--- config.mk ---
export PLATFORM = sky130hd
export DESIGN_NAME = ram_tx_streamer
export DESIGN_NICKNAME = d
export VERILOG_FILES = /design/src/rtl/ram_tx_streamer.sv
export SDC_FILE = /design/constraint.sdc
export NUM_CORES = 1
export LEC_CHECK = 0
export ABC_AREA = 1
export ABC_CLOCK_PERIOD_IN_PS = 5100
export CAP_MARGIN = 25
export CORE_MARGIN = 4
export CORE_UTILIZATION = 55
export DETAILED_ROUTE_END_ITERATION = 16
export MAX_ROUTING_LAYER = met4
export PLACE_DENSITY_LB_ADDON = 0.12
export SLEW_MARGIN = 15
export SYNTH_ARGS = -nofsm -noshare
export SYNTH_HDL_FRONTEND = slang
export SYNTH_SLANG_ARGS = --single-unit
--- constraint.sdc ---
create_clock -name clk -period 5.1 [get_ports clk]
set_clock_uncertainty 0.2 [all_clocks]
set_input_delay 1.02 -clock clk [delete_from_list [all_inputs] [get_ports clk]]
set_output_delay 1.02 -clock clk [all_outputs]
set_load 0.01 [all_outputs]
--- src/rtl/ram_tx_streamer.sv ---
// ram_tx_streamer: streams IMG_BYTES bytes from byte RAM into uart_tx via its DV/Done handshake
module ram_tx_streamer #(
  parameter int ADDR_W    = 18,
  parameter int DATA_W    = 8,
  parameter int IMG_BYTES = 262144,
  parameter int RD_LAT    = 1
) (
  input  logic              clk,
  input  logic              rst_n,
  input  logic              start,
  input  logic              abort,
  output logic [ADDR_W-1:0] ram_addr,
  input  logic [DATA_W-1:0] ram_q,
  output logic              tx_dv,
  output logic [DATA_W-1:0] tx_byte,
  input  logic              tx_active,
  input  logic              tx_done,
  output logic              busy,
  output logic              fin,
  output logic [ADDR_W:0]   bytes_sent
);
  localparam int CW = RD_LAT > 1 ? $clog2(RD_LAT) : 1;
  localparam logic [CW-1:0] LAT_INIT = CW'(RD_LAT - 1);
  localparam logic [ADDR_W-1:0] LAST = ADDR_W'(IMG_BYTES - 1);
  typedef enum logic [2:0] {IDLE, RD, ARM, WAIT, DONE} state_t;
  state_t state;
  logic [CW-1:0] lat_cnt;
  always_ff @(posedge clk or negedge rst_n) begin
    if (!rst_n) begin
      state      <= IDLE;
      lat_cnt    <= '0;
      ram_addr   <= '0;
      tx_dv      <= 1'b0;
      tx_byte    <= '0;
      busy       <= 1'b0;
      fin        <= 1'b0;
      bytes_sent <= '0;
    end else begin
      tx_dv <= 1'b0;
      if (abort) begin
        // an in-flight frame keeps running in uart_tx; its tx_done lands outside WAIT
        state    <= IDLE;
        lat_cnt  <= '0;
        ram_addr <= '0;
        tx_byte  <= '0;
        busy     <= 1'b0;
        fin      <= 1'b0;
      end else begin
        case (state)
          IDLE, DONE: if (start) begin
            state      <= RD;
            lat_cnt    <= LAT_INIT;
            ram_addr   <= '0;
            bytes_sent <= '0;
            busy       <= 1'b1;
            fin        <= 1'b0;
          end
          RD: if (lat_cnt == '0) begin
            tx_byte <= ram_q;
            state   <= ARM;
          end else lat_cnt <= lat_cnt - 1'b1;
          ARM: if (!tx_active) begin
            tx_dv <= 1'b1;
            state <= WAIT;
          end
          WAIT: if (tx_done) begin
            bytes_sent <= bytes_sent + 1'b1;
            if (ram_addr == LAST) begin
              state <= DONE;
              busy  <= 1'b0;
              fin   <= 1'b1;
            end else begin
              ram_addr <= ram_addr + 1'b1;
              lat_cnt  <= LAT_INIT;
              state    <= RD;
            end
          end
          default: state <= IDLE;
        endcase
      end
    end
  end
endmodule

==> impl_metrics.env, run 1 <==
export IMPL_overflow=0
export IMPL_grt_pass1_wl_um=12800
export IMPL_finalWirelength_um=7360
export IMPL_min_period_over_period_pct=55.4
export IMPL_cts_tree="done"
export IMPL_yosys_warnings=0
export IMPL_rsz0062_at_grt="no"
export IMPL_io_pins=62
export IMPL_synth_area_um2=2960
export IMPL_dp_hpwl_um=5260
export IMPL_finalMaxSlewViolations=0
export IMPL_slew_headroom_pct=55.9
export IMPL_pre_cts_ws_ns=1.95
export IMPL_regArea_um2=1280
export IMPL_crit_fanout=23
export IMPL_start_kind="input pin"
export IMPL_utilization_pct=71.7
export IMPL_wire_per_inst_um=13.6
export IMPL_ff2ff_setup_slack_ns=2.62
export IMPL_fp_dieW_um=81.4
export IMPL_fillers=430
export IMPL_yosysSeqAreaShare_pct=43.1
export IMPL_gp_congestion=0.886
export IMPL_async_flop_share_pct=100
export IMPL_cts_hold_buf=0
export IMPL_fmaxAchievable_ghz=0.354
export IMPL_multi_input_area_um2=1430
export IMPL_antenna_found_initial=0
export IMPL_cp_arrival_ns=2.83
export IMPL_ant_nets=0
export IMPL_setup_tns_ns=0
export IMPL_setup_viol=0
export IMPL_drive_gt1_share_pct=5.52
export IMPL_crit_path_cell_trace="clkdlybuf4s50_1 -> nor2_2 -> nand3_2 -> nand2_2 -> inv_2 -> nand3_1 -> nand2_1"
export IMPL_dieArea_um2=6620
export IMPL_powerDensity_nw_per_um2=292
export IMPL_worst_pin_slew_ns=0.662
export IMPL_die_y_um=81.4
export IMPL_ys_ff_latch=51
export IMPL_layout_setup_ws_ns=2.27
export IMPL_ys_flop_type="dfrtp_1"
export IMPL_cap_viol_max_count=0
export IMPL_crit_type="input pin to flop"
export IMPL_p_leak_nw=1.58
export IMPL_n_antenna_cell=0
export IMPL_vias=2943
export IMPL_cts_sinks=51
export IMPL_grt_pass1_vias=2845
export IMPL_end_kind="flop"
export IMPL_start_util_pct=57.2
export IMPL_cts_resized=0
export IMPL_postCtsSetupBuffers=0
export IMPL_ir_worst_vdd_mv=0.211
export IMPL_numCtsBuffers=5
export IMPL_hold_path_class="flop to flop"
export IMPL_rows=26
export IMPL_track_usage_pct=25.5
export IMPL_place_port_buffers=61
export IMPL_synth_edff_count=0
export IMPL_fin_nets=486
export IMPL_hold_viol=0
export IMPL_synth_distinct_cells=27
export IMPL_period_needed_ns=2.83
export IMPL_clk_root_buffer_cell="clkbuf_8"
export IMPL_outcome="completed"
export IMPL_vias_per_cell=5.44
export IMPL_clock_path_buffers=2
export IMPL_drc=0
export IMPL_grt_max_degree=52
export IMPL_synth_nets=427
export IMPL_p_total_w=0.00108
export IMPL_cts_clk_slew_worst_paths_ns=0.10
export IMPL_syn_avg_cell_area_um2=7.20
export IMPL_cp_required_ns=5.10
export IMPL_drt_iter0_drc=289
export IMPL_syn2layout_area_growth_pct=25.4
export IMPL_max_stage_delay_ns=0.53
export IMPL_synthCells=411
export IMPL_htree_levels=2
export IMPL_coreArea_um2=5170
export IMPL_critPathSlowestCell="clkdlybuf4s50_1"
export IMPL_clk_latency_ns=0.31
export IMPL_first_pass_iters=4
==> where the power goes <==
part,leakage (nW),switching (W),internal [W]
registers,0.706,0.0000302,0.000437
clock network,0.0612,0.000142,0.000159
logic,0.810,0.000211,0.000105
==> critical path: cells and delay by family <==
kind / cells / cell delay [ns]
buf+inv: 2 / 0.72
simple gates: 5 / 1.09
==> per-layer routing <==
layer	up-vias	global-route usage, %	part of all wire [%]
li1	1462	-	-
met1	1352	33.6	44
met2	117	39.0	47
met3	12	4.77	7.9
met4	0	9.63	1.3
met5	-	-	0
==> Yosys cell counts (5+ instances only) <==
cell / n / area (um2)
nor2_1: 48 / 180
inv_1: 45 / 169
o21ai_1: 14 / 70.1
nand4_1: 23 / 144
nor3_1: 12 / 60.1
dfrtp_1: 51 / 1280
xor2_1: 5 / 43.8
nand2_1: 109 / 409
o21ai_0: 17 / 85.1
nand3_1: 39 / 195
a21oi_1: 11 / 55.1
==> state kept, by name, indices dropped and copies added, names as in the netlist <==
register,flops
tx_byte,8
ram_addr,18
state,3
busy,1
fin,1
tx_dv,1
bytes_sent,19
==> worst paths after layout <==
path / to / depth (start not counted) / from
max reg2reg: ram_addr[8] / 10 / ram_addr[0]
min in group asynchronous: ram_addr[12] / 2 / rst_n
min: busy / 2 / busy
max: ram_addr[8] / 7 / abort
max in group asynchronous: tx_byte[2] / 2 / rst_n
min reg2reg: busy / 2 / busy
==> layout by cell type (no fill, tap or decap), types with 2 or more instances in the layout <==
cell type	netlist	final
nand2_1	109	109
clkdlybuf4s50_1	0	60
dfrtp_1	51	51
nor2_1	48	48
inv_1	45	45
nand3_1	39	39
nand4_1	23	23
o21ai_0	17	17
o21ai_1	14	14
nor3_1	12	12
a21oi_1	11	11
clkbuf_8	0	6
xor2_1	5	5
inv_2	4	4
o21bai_1	4	4
nor2_2	3	3
nand2_2	3	3
nand3_2	3	3
nor2_4	2	2
nor3b_1	2	2
ha_1	2	2
==> area by class of cell <==
cell class              count  share of cell area, %
flip-flops and latches     51                   34.4
inverters                  49                   4.96
repair buffers             62                   16.5
well taps                  70                   2.36
clock inverters             2                  0.944
clock buffers               6                   2.23
multi-input cells         301                   38.6
==> per-stage QoR <==
step,area [um2],hold slack (ns),std cells
after detailed placement,3590,0.298,533
after global routing,3710,0.357,541
final,3710,0.322,541
after global placement,3590,0.268,533
after CTS,3710,0.322,541
after floorplan,2960,0.307,411
==> cells by family after synthesis <==
kind of cell / after synthesis / synth area share (%)
AO/OA/AOI/OAI: 47 / 8.37
flip-flops: 51 / 43.1
XOR/XNOR: 6 / 1.78
AND/OR/NAND/NOR: 246 / 37.4
adder cells (fa/ha/maj): 2 / 0.846
buffers and inverters: 59 / 8.46
Note: power is estimated with default switching activity, not from simulation.
==> run 2: changes to the inputs <==
--- a/config.mk
+++ b/config.mk
@@ -6,10 +6,10 @@
 export NUM_CORES = 1
 export LEC_CHECK = 0
 export ABC_AREA = 1
-export ABC_CLOCK_PERIOD_IN_PS = 5100
+export ABC_CLOCK_PERIOD_IN_PS = 2360
 export CAP_MARGIN = 25
 export CORE_MARGIN = 4
-export CORE_UTILIZATION = 55
+export CORE_UTILIZATION = 46
 export DETAILED_ROUTE_END_ITERATION = 16
 export MAX_ROUTING_LAYER = met4
 export PLACE_DENSITY_LB_ADDON = 0.12
==> constraint.sdc (replaced) <==
create_clock -name clk -period 2.36 [get_ports clk]
set_clock_uncertainty 0.2 [all_clocks]
set_input_delay 0.472 -clock clk [delete_from_list [all_inputs] [get_ports clk]]
set_output_delay 0.472 -clock clk [all_outputs]
set_load 0.01 [all_outputs]
==> run 2 against run 1 <==
Critical path depth increased by 3. Total power rose by 110%. Highest routed layer unchanged. Core utilization fell by 9.6 points. Largest power group unchanged. Critical endpoint is now ram_addr[2]. Design area grew 2.1%. Setup slack lost 2.0 ns. Via count fell by 2.7%. Combinational power up 140%. Hold slack got worse by 0.016 ns. Wire length fell by 3.1%. Clock power grew 80%. Register-to-register slack worse by 2.4 ns. Non-clock buffer count grew 10.
==> impl_metrics.env, run 2 (synthesized netlist as in run 1, its figures left out) <==
export IMPL_outcome="completed"
export IMPL_drive_gt1_share_pct=7.28
export IMPL_regMostFlops="bytes_sent"
export IMPL_finalMaxSlewViolations=0
export IMPL_gp_congestion=0.898
export IMPL_grt_pass1_wl_um=12100
export IMPL_hold_path_class="flop to flop"
export IMPL_htree_levels=2
export IMPL_crit_fanout=8
export IMPL_clk_root_buffer_cell="clkbuf_8"
export IMPL_rows=28
export IMPL_met2_usage_pct=30.5
export IMPL_crit_type="flop to flop"
export IMPL_r2r_start="ram_addr[0]"
export IMPL_clock_path_buffers=2
export IMPL_vias=2863
export IMPL_io_pins=62
export IMPL_ir_worst_vdd_mv=0.471
export IMPL_pre_cts_ws_ns=0.0653
export IMPL_fmaxAchievable_ghz=0.478
export IMPL_top_regs="bytes_sent x19, ram_addr x18, tx_byte x8"
export IMPL_end_kind="flop"
export IMPL_critPathCapture="ram_addr[2]"
export IMPL_dp_hpwl_um=5360
export IMPL_wire_per_inst_um=12.8
export IMPL_largest_reg_flops=19
export IMPL_fin_nets=496
export IMPL_hold_depth=2
export IMPL_setup_tns_ns=0
export IMPL_fp_dieW_um=88.2
export IMPL_antenna_found_initial=0
export IMPL_dieArea_um2=7780
export IMPL_hold_viol=0
export IMPL_cp_arrival_ns=2.12
export IMPL_worst_pin_slew_ns=0.492
export IMPL_place_port_buffers=61
export IMPL_cts_clk_slew_worst_paths_ns=0.10
export IMPL_ant_nets=0
export IMPL_cap_viol_max_count=0
export IMPL_gr_usage_met1_pct=28.1
export IMPL_numCtsBuffers=5
export IMPL_slew_headroom_pct=66.9
export IMPL_fin_cells=556
export IMPL_start_kind="flop"
export IMPL_cp_required_ns=2.39
export IMPL_coreArea_um2=6100
export IMPL_n_antenna_cell=0
export IMPL_setup_viol=0
export IMPL_ff2ff_setup_slack_ns=0.27
export IMPL_cts_sinks=51
export IMPL_powerDensity_nw_per_um2=607
export IMPL_grt_max_degree=33
export IMPL_drt_iter0_drc=171
export IMPL_p_leak_nw=1.62
export IMPL_track_usage_pct=20.2
export IMPL_finalWirelength_um=7130
export IMPL_overflow=0
export IMPL_p_total_w=0.00230
export IMPL_hold_ws_ns=0.306
export IMPL_rsz0062_at_grt="no"
export IMPL_syn2layout_area_growth_pct=28.0
export IMPL_min_period_over_period_pct=88.6
export IMPL_grt_pass1_vias=2681
export IMPL_cts_tree="done"
export IMPL_start_util_pct=48.5
export IMPL_die_y_um=88.2
export IMPL_first_pass_iters=5
export IMPL_vias_per_cell=5.15
export IMPL_dp_cells=547
export IMPL_layout_setup_ws_ns=0.270
export IMPL_mostFrequentLayoutCell="nand2_1"
export IMPL_postCtsSetupBuffers=0
export IMPL_final_cell_mix="109 x nand2_1, 60 x clkdlybuf4s50_1, 51 x dfrtp_1"
export IMPL_worstReg2RegEnd="ram_addr[2]"
export IMPL_grtUsageMet3_pct=3.39
export IMPL_drc=0
export IMPL_period_needed_ns=2.09
export IMPL_cp_startpoint="ram_addr[0]"
export IMPL_rr_worst_depth=10
export IMPL_grt_busiest_layer="met2"
export IMPL_clk_latency_ns=0.31
-- run 2: cell types whose count changed in the layout (fill, tap and decap cells not counted), sizes merged --
cell	change
bufinv	-1
dlygate4sd3	+1
clkbuf	+1
buf	+9
-- run 2: per-stage QoR --
step	util [%]	area [um2]
after floorplan	-	2960
after global placement	60.4	3680
after detailed placement	60.4	3680
after CTS	62.1	3780
after global routing	62.1	3790
final	62.1	3790
-- run 2: layout make-up --
type / count / area, um2
Clock buffer: 7 / 86.3
Clock inverter: 1 / 8.76
Fill cell: 597 / 2310
Inverter: 49 / 184
Multi-Input combinational cell: 301 / 1440
Sequential cell: 51 / 1280
Tap cell: 75 / 93.8
Timing Repair Buffer: 72 / 703
-- run 2: worst max-delay path: stages (launching register included) --
cell and delay [ns]:
dfrtp_1 0.46, ha_1 0.23, nand2_1 0.09, nor2_2 0.18
nand2_2 0.12, nor2_2 0.18, nand3_2 0.12, nand2_2 0.11
buf_4 0.15, a21oi_1 0.05, a21oi_1 0.12
-- run 2: how the worst min path moves through the flow --
stage,slack (ns),startpoint,to
after floorplan,-0.02,rst_n,busy
after global placement,0.26,rst_n,ram_addr[1]
after detailed placement,0.27,rst_n,ram_addr[1]
after CTS,0.32,busy,busy
after global routing,0.35,busy,busy
final,0.31,busy,busy
-- run 2: report_power, final --
group	switching [W]	internal (W)
Clock	0.000300	0.000241
Sequential	0.0000667	0.000945
Combinational	0.000470	0.000276
-- run 2: repair_timing --
item	4_1_cts	5_1_grt
endpoints found under the setup margin	0	5
gates resized for setup	0	1
endpoints found under the hold margin	19	0
hold buffers	1	0
-- run 2: per-layer routing --
| metal | vias up | part of all wire (%) |
|---|---|---|
| li1 | 1481 | - |
| met3 | 8 | 5.8 |
| met5 | - | 0 |
| met4 | 0 | 1.1 |
| met1 | 1289 | 50 |
| met2 | 85 | 43 |
==> run 3: changes to the inputs <==
--- a/config.mk
+++ b/config.mk
@@ -12,7 +12,8 @@
 export CORE_UTILIZATION = 46
 export DETAILED_ROUTE_END_ITERATION = 16
 export MAX_ROUTING_LAYER = met4
-export PLACE_DENSITY_LB_ADDON = 0.12
+export PLACE_DENSITY_LB_ADDON = 0.1
+export SKIP_LAST_GASP = 1
 export SLEW_MARGIN = 15
 export SYNTH_ARGS = -nofsm -noshare
 export SYNTH_HDL_FRONTEND = slang
==> run 3 against run 2 <==
Register-to-register slack lost 0.06 ns. Sequential power is essentially flat. Total power grew 3.2%. Fmax shrank 3.0%. Critical path depth is the same. Via count grew 1.5%. Highest routed layer unchanged.
==> impl_metrics.env, run 3 (synthesized netlist as in run 1, its figures left out) <==
export IMPL_finalMaxSlewViolations=0
export IMPL_vias_per_cell=5.25
export IMPL_antenna_found_initial=0
export IMPL_r2r_start="ram_addr[0]"
export IMPL_grt_pass1_wl_um=12500
export IMPL_final_cell_mix="109 x nand2_1, 60 x clkdlybuf4s50_1, 51 x dfrtp_1"
export IMPL_vias=2906
export IMPL_cp_required_ns=2.38
export IMPL_overflow=0
export IMPL_critPathSlowestCell="dfrtp_1"
export IMPL_rows=28
export IMPL_cp_startpoint="ram_addr[0]"
export IMPL_gp_congestion=0.889
export IMPL_place_port_buffers=61
export IMPL_syn2layout_area_growth_pct=27.9
export IMPL_coreArea_um2=6100
export IMPL_min_period_over_period_pct=91.3
export IMPL_finalWirelength_um=7500
export IMPL_powerDensity_nw_per_um2=627
export IMPL_post_dp_cell_area_um2=3680
export IMPL_grt_pass1_vias=2630
export IMPL_cts_resized=0
export IMPL_fillers=558
export IMPL_cp_arrival_ns=2.17
export IMPL_dieArea_um2=7780
export IMPL_mostFrequentLayoutCell="nand2_1"
export IMPL_cap_viol_max_count=0
export IMPL_crit_buf_inv=1
export IMPL_end_kind="flop"
export IMPL_slew_headroom_pct=55.7
export IMPL_setup_tns_ns=0
export IMPL_htree_levels=2
export IMPL_max_stage_delay_ns=0.45
export IMPL_fmaxAchievable_ghz=0.464
export IMPL_fp_dieW_um=88.2
export IMPL_rr_worst_depth=10
export IMPL_cts_sinks=51
export IMPL_cts_tree="done"
export IMPL_fin_nets=495
export IMPL_ir_worst_vdd_mv=0.430
export IMPL_hold_viol=0
export IMPL_dp_hpwl_um=5520
export IMPL_hold_path_class="input pin to async pin"
export IMPL_worst_pin_slew_ns=0.665
export IMPL_outcome="completed"
export IMPL_io_pins=62
export IMPL_final_area_um2=3780
export IMPL_largest_reg_flops=19
export IMPL_clk_root_buffer_cell="clkbuf_8"
export IMPL_cp_top_family="simple AND/OR/NAND/NOR gates"
export IMPL_ant_nets=0
export IMPL_setup_viol=0
export IMPL_drc=0
export IMPL_postCtsSetupBuffers=0
export IMPL_first_pass_iters=4
export IMPL_top_regs="bytes_sent x19, ram_addr x18, tx_byte x8"
export IMPL_period_needed_ns=2.15
export IMPL_drt_iter0_drc=167
export IMPL_worstReg2RegEnd="ram_addr[3]"
export IMPL_clk_latency_ns=0.30
export IMPL_die_y_um=88.2
export IMPL_numCtsBuffers=5
export IMPL_cts_clk_slew_worst_paths_ns=0.08
export IMPL_track_usage_pct=20.6
export IMPL_grt_max_degree=52
export IMPL_crit_type="flop to flop"
export IMPL_cts_hold_buf=0
export IMPL_crit_path_cell_trace="ha_1 -> nand2_1 -> nor2_2 -> nand2_2 -> nor2_2 -> nand3_2 -> nand2_2 -> buf_12 -> nor2_1 -> a21oi_1"
export IMPL_start_util_pct=48.5
export IMPL_rsz0062_at_grt="no"
export IMPL_wire_per_inst_um=13.5
export IMPL_crit_fanout=22
export IMPL_start_kind="flop"
export IMPL_drive_gt1_share_pct=7.10
export IMPL_n_antenna_cell=0
export IMPL_regMostFlops="bytes_sent"
export IMPL_clock_path_buffers=2
export IMPL_p_leak_nw=1.62
export IMPL_ff2ff_setup_slack_ns=0.21
==> run 3: cell count changes in the layout (fill, tap and decap cells not counted), sizes merged <==
| cell | delta |
|---|---|
| clkinv | -1 |
| clkbuf | -1 |
| bufinv | +1 |
| dlygate4sd3 | -1 |
==> run 3: layout make-up <==
cell class	count	area [um2]	area share (%)
clock buffer	6	72.6	1.92
clock inverter	1	30.0	0.793
inverter	49	184	4.86
multi-input combinational	301	1440	37.9
sequential	51	1280	33.7
tap	75	93.8	2.48
timing repair buffer	71	693	18.3
==> run 3: worst max-delay path by stage <==
stage | end | slack, ns | cells after the start
final | ram_addr[3] | 0.21 | 10
after global routing | ram_addr[2] | 0.05 | 10
after CTS | ram_addr[3] | 0.16 | 10
after detailed placement | ram_addr[3] | 0.18 | 10
after global placement | ram_addr[2] | 0.24 | 10
after floorplan | ram_addr[6] | 0.40 | 11
==> run 3: stage by stage <==
stage | instances | utilization [%] | power [W] | worst slack, ns | hold WS [ns]
final | 554 | 62.1 | 0.00237 | 0.206 | 0.0815
after global routing | 554 | 62.1 | 0.00251 | 0.0549 | 0.152
after CTS | 554 | 62.0 | 0.00238 | 0.157 | 0.110
after detailed placement | 547 | 60.4 | 0.00179 | 0.182 | 0.267
after global placement | 547 | 60.4 | 0.00179 | 0.245 | 0.272
after floorplan | 411 | - | 0.00150 | 0.396 | -0.0236
==> run 3: metal layers <==
| layer | track usage (%) | up-vias | routed length [um] |
|---|---|---|---|
| met5 | - | - | 0 |
| met4 | 3.85 | 0 | 56 |
| met3 | 3.57 | 5 | 338 |
| met2 | 32.2 | 67 | 3400 |
| met1 | 28.6 | 1364 | 3700 |
| li1 | - | 1470 | - |
==> run 3: worst register-to-register path, delay by kind of cell (launching register included) <==
family | cells | cell delay [ns]
adders and majority gates | 1 | 0.23
buffers and inverters | 1 | 0.16
DFF | 1 | 0.45
AOI/OAI and AO/OA | 1 | 0.13
and+or+nand+nor | 7 | 0.91
==> run 3: report_power, final <==
part / total (W) / switching, W / internal, W / leakage [nW]
registers: 0.00101 / 0.0000620 / 0.000945 / 0.706
logic: 0.000768 / 0.000478 / 0.000291 / 0.859
clock network: 0.000597 / 0.000286 / 0.000311 / 0.0513
total: 0.00237 / 0.000825 / 0.00155 / 1.62
